**config.mk**
```make
export PLATFORM = sky130hd
export DESIGN_NAME = shift_univ
export DESIGN_NICKNAME = d
export VERILOG_FILES = /design/src/rtl/shift_univ_pkg.sv /design/src/rtl/shift_fill_cnt.sv /design/src/rtl/shift_univ.sv
export SDC_FILE = /design/constraint.sdc
export NUM_CORES = 1
export LEC_CHECK = 0
export CAP_MARGIN = 10
export CORE_UTILIZATION = 45
export CTS_BUF_LIST = sky130_fd_sc_hd__clkbuf_16
export CTS_CLUSTER_SIZE = 14
export DETAILED_ROUTE_END_ITERATION = 12
export HOLD_SLACK_MARGIN = 0.1
export PLACE_DENSITY = 0.76
export SYNTH_ARGS = -nofsm -noshare
export SYNTH_HDL_FRONTEND = slang
export SYNTH_SLANG_ARGS = --single-unit
```
**constraint.sdc**
```tcl
create_clock -name clock -period 2.7 [get_ports clock]
set_input_delay 0.81 -clock clock [delete_from_list [all_inputs] [get_ports clock]]
set_output_delay 0.81 -clock clock [all_outputs]
set_load 0.05 [all_outputs]
```
**src/rtl/shift_univ_pkg.sv**
```systemverilog
// Shared mode encoding for the universal shift register.
package shift_univ_pkg;

  localparam int MODE_W = 3;

  typedef enum logic [MODE_W-1:0] {
    MODE_HOLD  = 3'd0,
    MODE_SHL   = 3'd1,
    MODE_SHR   = 3'd2,
    MODE_ROTL  = 3'd3,
    MODE_ROTR  = 3'd4,
    MODE_LOAD  = 3'd5,
    MODE_CLEAR = 3'd6,
    MODE_RSVD  = 3'd7
  } mode_e;

endpackage

```
**src/rtl/shift_fill_cnt.sv**
```systemverilog
// Saturating fill counter 0..DEPTH; clr beats set_full beats inc.
// Registered output, one-cycle update, never decrements.
module shift_fill_cnt #(
  parameter int DEPTH = 5,
  localparam int CNT_W = $clog2(DEPTH + 1)
) (
  input  logic             clock,
  input  logic             reset_n,
  input  logic             inc_i,
  input  logic             set_full_i,
  input  logic             clr_i,
  output logic [CNT_W-1:0] cnt_o
);

  localparam logic [CNT_W-1:0] FULL_CNT = CNT_W'(DEPTH);

  logic [CNT_W-1:0] cnt_q, cnt_d;

  always_comb begin
    cnt_d = cnt_q;
    if (clr_i) begin
      cnt_d = '0;
    end else if (set_full_i) begin
      cnt_d = FULL_CNT;
    end else if (inc_i && (cnt_q != FULL_CNT)) begin
      cnt_d = cnt_q + CNT_W'(1);
    end
  end

  always_ff @(posedge clock or negedge reset_n) begin
    if (!reset_n) begin
      cnt_q <= '0;
    end else begin
      cnt_q <= cnt_d;
    end
  end

  assign cnt_o = cnt_q;

endmodule

```
**src/rtl/shift_univ.sv**
```systemverilog
// Universal shift register: hold/shift/rotate/load/clear over DEPTH lanes of DATA_W bits.
// SHIFT_UNIV_PARITY_EN adds a contents parity output and a sticky load-parity error flag.
module shift_univ
  import shift_univ_pkg::*;
#(
  parameter int DATA_W = 1,
  parameter int DEPTH = 5,
  localparam int CNT_W = $clog2(DEPTH + 1)
) (
  input  logic                    clock,
  input  logic                    reset_n,
  input  logic [MODE_W-1:0]       mode_i,
  input  logic [DATA_W-1:0]       data_i,
  input  logic [DEPTH*DATA_W-1:0] load_i,
  output logic [DEPTH*DATA_W-1:0] data_o,
  output logic [DATA_W-1:0]       serial_o,
  output logic [CNT_W-1:0]        cnt_o,
  output logic                    full_o
`ifdef SHIFT_UNIV_PARITY_EN
  ,
  input  logic                    load_par_i,
  output logic                    parity_o,
  output logic                    parity_err_o
`endif
);

  localparam int W = DEPTH * DATA_W;

  mode_e             mode;
  logic [W-1:0]      data_q, data_d;
  logic [DATA_W-1:0] serial_q, serial_d;
  logic              cnt_inc, cnt_set_full, cnt_clr;

  assign mode = mode_e'(mode_i);

  // Stage 0 sits in the least significant slice, so "left" moves toward the MSBs.
  always_comb begin
    data_d       = data_q;
    serial_d     = serial_q;
    cnt_inc      = 1'b0;
    cnt_set_full = 1'b0;
    cnt_clr      = 1'b0;
    case (mode)
      MODE_SHL: begin
        data_d   = {data_q[W-DATA_W-1:0], data_i};
        serial_d = data_q[W-1 -: DATA_W];
        cnt_inc  = 1'b1;
      end
      MODE_SHR: begin
        data_d   = {data_i, data_q[W-1:DATA_W]};
        serial_d = data_q[DATA_W-1:0];
        cnt_inc  = 1'b1;
      end
      MODE_ROTL: data_d = {data_q[W-DATA_W-1:0], data_q[W-1 -: DATA_W]};
      MODE_ROTR: data_d = {data_q[DATA_W-1:0], data_q[W-1:DATA_W]};
      MODE_LOAD: begin
        data_d       = load_i;
        cnt_set_full = 1'b1;
      end
      MODE_CLEAR: begin
        data_d   = '0;
        serial_d = '0;
        cnt_clr  = 1'b1;
      end
      default: begin
        data_d   = data_q;
        serial_d = serial_q;
      end
    endcase
  end

  always_ff @(posedge clock or negedge reset_n) begin
    if (!reset_n) begin
      data_q   <= '0;
      serial_q <= '0;
    end else begin
      data_q   <= data_d;
      serial_q <= serial_d;
    end
  end

  shift_fill_cnt #(
    .DEPTH(DEPTH)
  ) u_fill_cnt (
    .clock     (clock),
    .reset_n   (reset_n),
    .inc_i     (cnt_inc),
    .set_full_i(cnt_set_full),
    .clr_i     (cnt_clr),
    .cnt_o     (cnt_o)
  );

  assign data_o   = data_q;
  assign serial_o = serial_q;
  assign full_o   = (cnt_o == CNT_W'(DEPTH));

`ifdef SHIFT_UNIV_PARITY_EN
  logic parity_err_q, parity_err_d;

  // Sticky: only CLEAR or reset drops the flag, a later good LOAD does not.
  always_comb begin
    parity_err_d = parity_err_q;
    if (mode == MODE_CLEAR) begin
      parity_err_d = 1'b0;
    end else if ((mode == MODE_LOAD) && ((^load_i) != load_par_i)) begin
      parity_err_d = 1'b1;
    end
  end

  always_ff @(posedge clock or negedge reset_n) begin
    if (!reset_n) begin
      parity_err_q <= 1'b0;
    end else begin
      parity_err_q <= parity_err_d;
    end
  end

  assign parity_o     = ^data_q;
  assign parity_err_o = parity_err_q;
`endif

endmodule

```
Yosys cells after proc, flatten, opt, wreduce, memory -nomap -nowiden
Cells that the tools add are included.
- bits in registers: 9
- bits of input ports: 11
- output and inout bits: 10
- logic and storage cells: 25
- $add $sub $neg: 1
- equal/unequal tests: 8
- multiplexer cells: 8
- reduce and logical (&&, ||, !) cells: 5
- operator list (cell ; number):
    one-hot mux 5 bit (6 select lines) ; 1
    equality test 3 bit (second input constant) ; 4
    two-way mux 3 bit ; 3
    equality test 3 x 2 -> 1 bit (second input constant) ; 2
    nonzero test 3 bit ; 2
    nonzero test 6 bit ; 1
    adder 3 x 1 -> 3 bit (second input constant) ; 1
    equality test 3 x 1 -> 1 bit (second input constant) ; 1
    two-way mux 1 bit ; 3
    inequality test 3 bit (second input constant) ; 1
    one-hot mux 1 bit (3 select lines) ; 1
    OR reduction 2 bit ; 1
    logical AND 1 bit ; 1

Logic depth before layout (Yosys ltp)
- depth after elaboration: 7
- depth in mapped cells: 6
- mapped depth without buffers: 6

Modules after synthesis
From an unflattened synthesis, not the netlist that was laid out.
- cell total of the unflattened synthesis: 90
- area, all modules: 760.7 um2
- by module, submodules not included (module ; times used ; cells an instance ; area an instance (um2) ; seq. area each (um2)):
    shift_univ ; 1 ; 75 ; 576.8 ; 150.1
    shift_fill_cnt ; 1 ; 15 ; 183.9 ; 75.1

Worst setup path before layout
Ideal clock, no wire load.
- kind: register to output
- from: reg u_fill_cnt.cnt_q[0], in the netlist u_fill_cnt.cnt_o[0]
- to: out full_o
- arrival: 1.380 ns
- data required time: 1.890 ns
- path slack: 0.510 ns
- cell stages (with the launch flop): 4
- path buffers: 0
- cells stage by stage: dfrtp_1 ha_1 nand2_1 inv_1
- word-level cells in the longest chain between the ends: 1
- RTL lines (item ; line ; RTL):
    start, declared ; shift_fill_cnt.sv:17 ; logic [CNT_W-1:0] cnt_q, cnt_d;
    start signal, assigned ; shift_fill_cnt.sv:34 ; cnt_q <= cnt_d;
    equality test 3 bit ; shift_univ.sv:95 ; assign full_o = (cnt_o == CNT_W'(DEPTH));
    end, declared ; shift_univ.sv:18 ; output logic full_o
No other way between the ends.

Final worst setup path
- from: reg data_q[3], in the netlist data_o[3]
- to: out data_o[3]
- RTL lines (item ; line ; RTL):
    start, declared ; shift_univ.sv:30 ; logic [W-1:0] data_q, data_d;
    start signal, assigned ; shift_univ.sv:77 ; data_q <= data_d;
    end, declared ; shift_univ.sv:15 ; output logic [DEPTH*DATA_W-1:0] data_o,
No word-level cell between the ends.

==> key figures <==
Run status
  – Status: completed

Clock network
  – Hold buffers post-CTS: 0
  – CTS Buffer Depth: 2
  – CTS buffer count: 3
  – Setup Fix Bufs, Post-CTS: 0
  – Num Clock Sinks: 9
  – Clk root buf: clkbuf_16
  – Number of H-tree levels: 1
  – Skew-Pair Late Insertion Delay: 0.23 ns
  – CTS resizes: 0
  – CTS tree: yes
  – Worst-path clk slew: 0.04 ns

Finish
  – Final Core Density: 66.0%
  – Fin nets: 122
  – Syn-to-layout area delta: 32.6%
  – Share of cells above drive strength 1: 17.6%
  – Filler cells: 129
  – Design Area, Final: 1030 um2
  – N_diodes: 0

Worst setup path
  – Stages on the worst setup path: 1
  – Top delay family on crit path: buffers and inverters
  – Critical Path RT: 1.89 ns
  – CP arrival: 1.56 ns
  – WP buf/inv: 1
  – Reg2Reg Setup Slack: 1.30 ns
  – R2R depth: 4
  – Crit path largest cell delay: 0.85 ns
  – Slowest CP cell: clkdlybuf4s50_1
  – Critical path cell sequence: clkdlybuf4s50_1
  – CP max FO: 6
  – Kind of end point of the critical path: primary output
  – WS Path Type: flip-flop to primary output
  – CP Launch Type: flip-flop

Place
  – Pre-CTS setup slack: 0.354 ns
  – Gpl congestion: 0.755
  – DP Area: 950 um2
  – IO buf count: 20
  – HPWL Detailed: 1280 um

Synthesis
  – EDFF count, synth: 0
  – FFs w/ async S/R, synth: 100%
  – Synthesized area: 776 um2
  – Gate Count Post-Synth: 88
  – Yosys warning count: 0
  – Average cell area after synthesis: 8.82 um2
  – Top cells by area, synth: dfrtp_1, nand2_1, buf_6, a21oi_1, nor2_1
  – Register area share after synthesis: 29.0%
  – Yosys reg bits: 9
  – Top FF cell, synth: dfrtp_1
  – Synth cell types: 38
  – Post-synth top cells: nand2_1, dfrtp_1, nor2_1
  – Syn nets: 101
  – Synth area leader: dfrtp_1
  – Most common cell in the netlist: nand2_1
  – Top cell type's share of synthesized area: 29.0%

Global routing
  – Vias in the first global route: 647
  – Initial antenna violation count: 0
  – First-pass GRT wire length: 2990 um
  – Largest net degree at the start of global routing: 23
  – GR Overflow Total: 0
  – Tot GR Track Use: 21.6%

Timing
  – Setup TNS: 0 ns
  – Fmax: 423 MHz
  – Final worst path period share: 87.6%
  – Worst slew margin: 66.2%
  – Worst clock skew: 0.000810 ns
  – Final-report hold violation count: 0
  – Worst Max-Slew Pin Slew: 0.505 ns
  – Period minus WS final: 2.37 ns
  – Count of pins over their slew limit: 0
  – Setup WS post-layout: 0.334 ns
  – Final setup vio count: 0
  – RSZ-0062 raised after global routing: no

Route
  – Pre-antenna DRT Iters: 4
  – DRC: 0
  – WL/cell: 14.4 um
  – Final antenna-violating net count: 0
  – WL final: 1780 um
  – Drt initial violations: 15
  – Vias per cell: 6.03
  – Via count: 748

Die
  – Die footprint: 1890 um2
  – Core area: 1560 um2
  – Initial Utilization: 49.8%
  – Die W: 43.5 um
  – # rows: 14
  – Die Span Y: 43.5 um
  – Ports: 21

Worst hold path
  – Hold path depth: 2
  – Tightest Hold Check Type: flip-flop to flip-flop

Pwr
  – NetSw: 0.000322 W
  – Clock Power Share: 31.5%
  – Gate power share: 42.9%
  – Internal power: 0.000491 W
  – Pwr dens: 791 nW/um2
  – Pleak: 0.420 nW
  – Reg power frac: 25.5%
  – Sw Share: 39.6%
  – Maximum VDD drop: 0.611 mV

Run
  – Max Cap Viol: 0
metal layers:
metal / wire (um) / GRT usage (%) / up-vias
met4: 0 / 5.63 / 0
met5: 0 / 0 / -
met3: 73 / 7.50 / 0
met1: 796 / 25.9 / 354
li1: - / - / 371
met2: 911 / 37.0 / 23
flip-flops by register name (all words and copies together) (netlist names):
register / count
data_o: 5
serial_o: 1
u_fill_cnt.cnt_o: 3
worst paths after layout:
path | to | start
worst min register to register | u_fill_cnt.cnt_o[1] | u_fill_cnt.cnt_o[1]
worst min-delay path | u_fill_cnt.cnt_o[1] | u_fill_cnt.cnt_o[1]
min in group asynchronous | u_fill_cnt.cnt_o[1] | reset_n
max in group asynchronous | data_o[0] | reset_n
worst max-delay path | data_o[3] | data_o[3]
worst max register to register | u_fill_cnt.cnt_o[2] | u_fill_cnt.cnt_o[0]
cell type report:
type                    count  area (um2)  share of cell area, %
flip-flops and latches      9         225                   21.9
inverters                   6        22.5                   2.19
clock buffers               3        75.1                   7.30
clock inverters             1        3.75                  0.365
well taps                  16        20.0                   1.95
multi-input cells          66         462                   44.9
repair buffers             23         220                   21.4
power groups by stage:
stage / clock network (W) / logic (W) / registers (W)
floorplan: 0 / 0.000147 / 0.000301
global placement: 0 / 0.000344 / 0.000207
detailed placement: 0 / 0.000348 / 0.000210
CTS: 0.000261 / 0.000351 / 0.000208
global route: 0.000270 / 0.000375 / 0.000213
finish: 0.000257 / 0.000349 / 0.000208
per-stage QoR:
step / hold WS (ns) / total power (W) / cells
global route: 0.629 / 0.000858 / 124
floorplan: 0.514 / 0.000448 / 88
detailed placement: 0.569 / 0.000558 / 120
global placement: 0.550 / 0.000551 / 120
CTS: 0.578 / 0.000820 / 124
finish: 0.566 / 0.000814 / 124
kinds of logic (layout without fill, tap and decap cells):
family / Yosys count / count (layout) / share of synthesized area, %
AOI/OAI and AO/OA: 35 / 35 / 35.3
and+or+nand+nor: 25 / 25 / 15.6
buffers and inverters: 13 / 33 / 11.5
DFF: 9 / 9 / 29.0
adders and majority gates: 3 / 3 / 4.68
muxes: 2 / 2 / 2.74
xor gates and xnor gates: 1 / 1 / 1.13
layout by cell type (no fill, tap or decap), types with 2 or more instances in the layout:
cell type        instances
o221a_1                  2
clkbuf_16                3
a211oi_2                 2
a21oi_1                  6
inv_2                    2
o21ai_0                  3
a211oi_1                 3
buf_4                    4
dfrtp_1                  9
o22ai_1                  4
o31ai_1                  2
inv_1                    5
clkdlybuf4s50_1         19
ha_1                     2
nor2_1                   7
nor3_1                   2
o22ai_2                  2
a221oi_1                 3
nand2_1                 10
(Power assumes the default switching activity.)
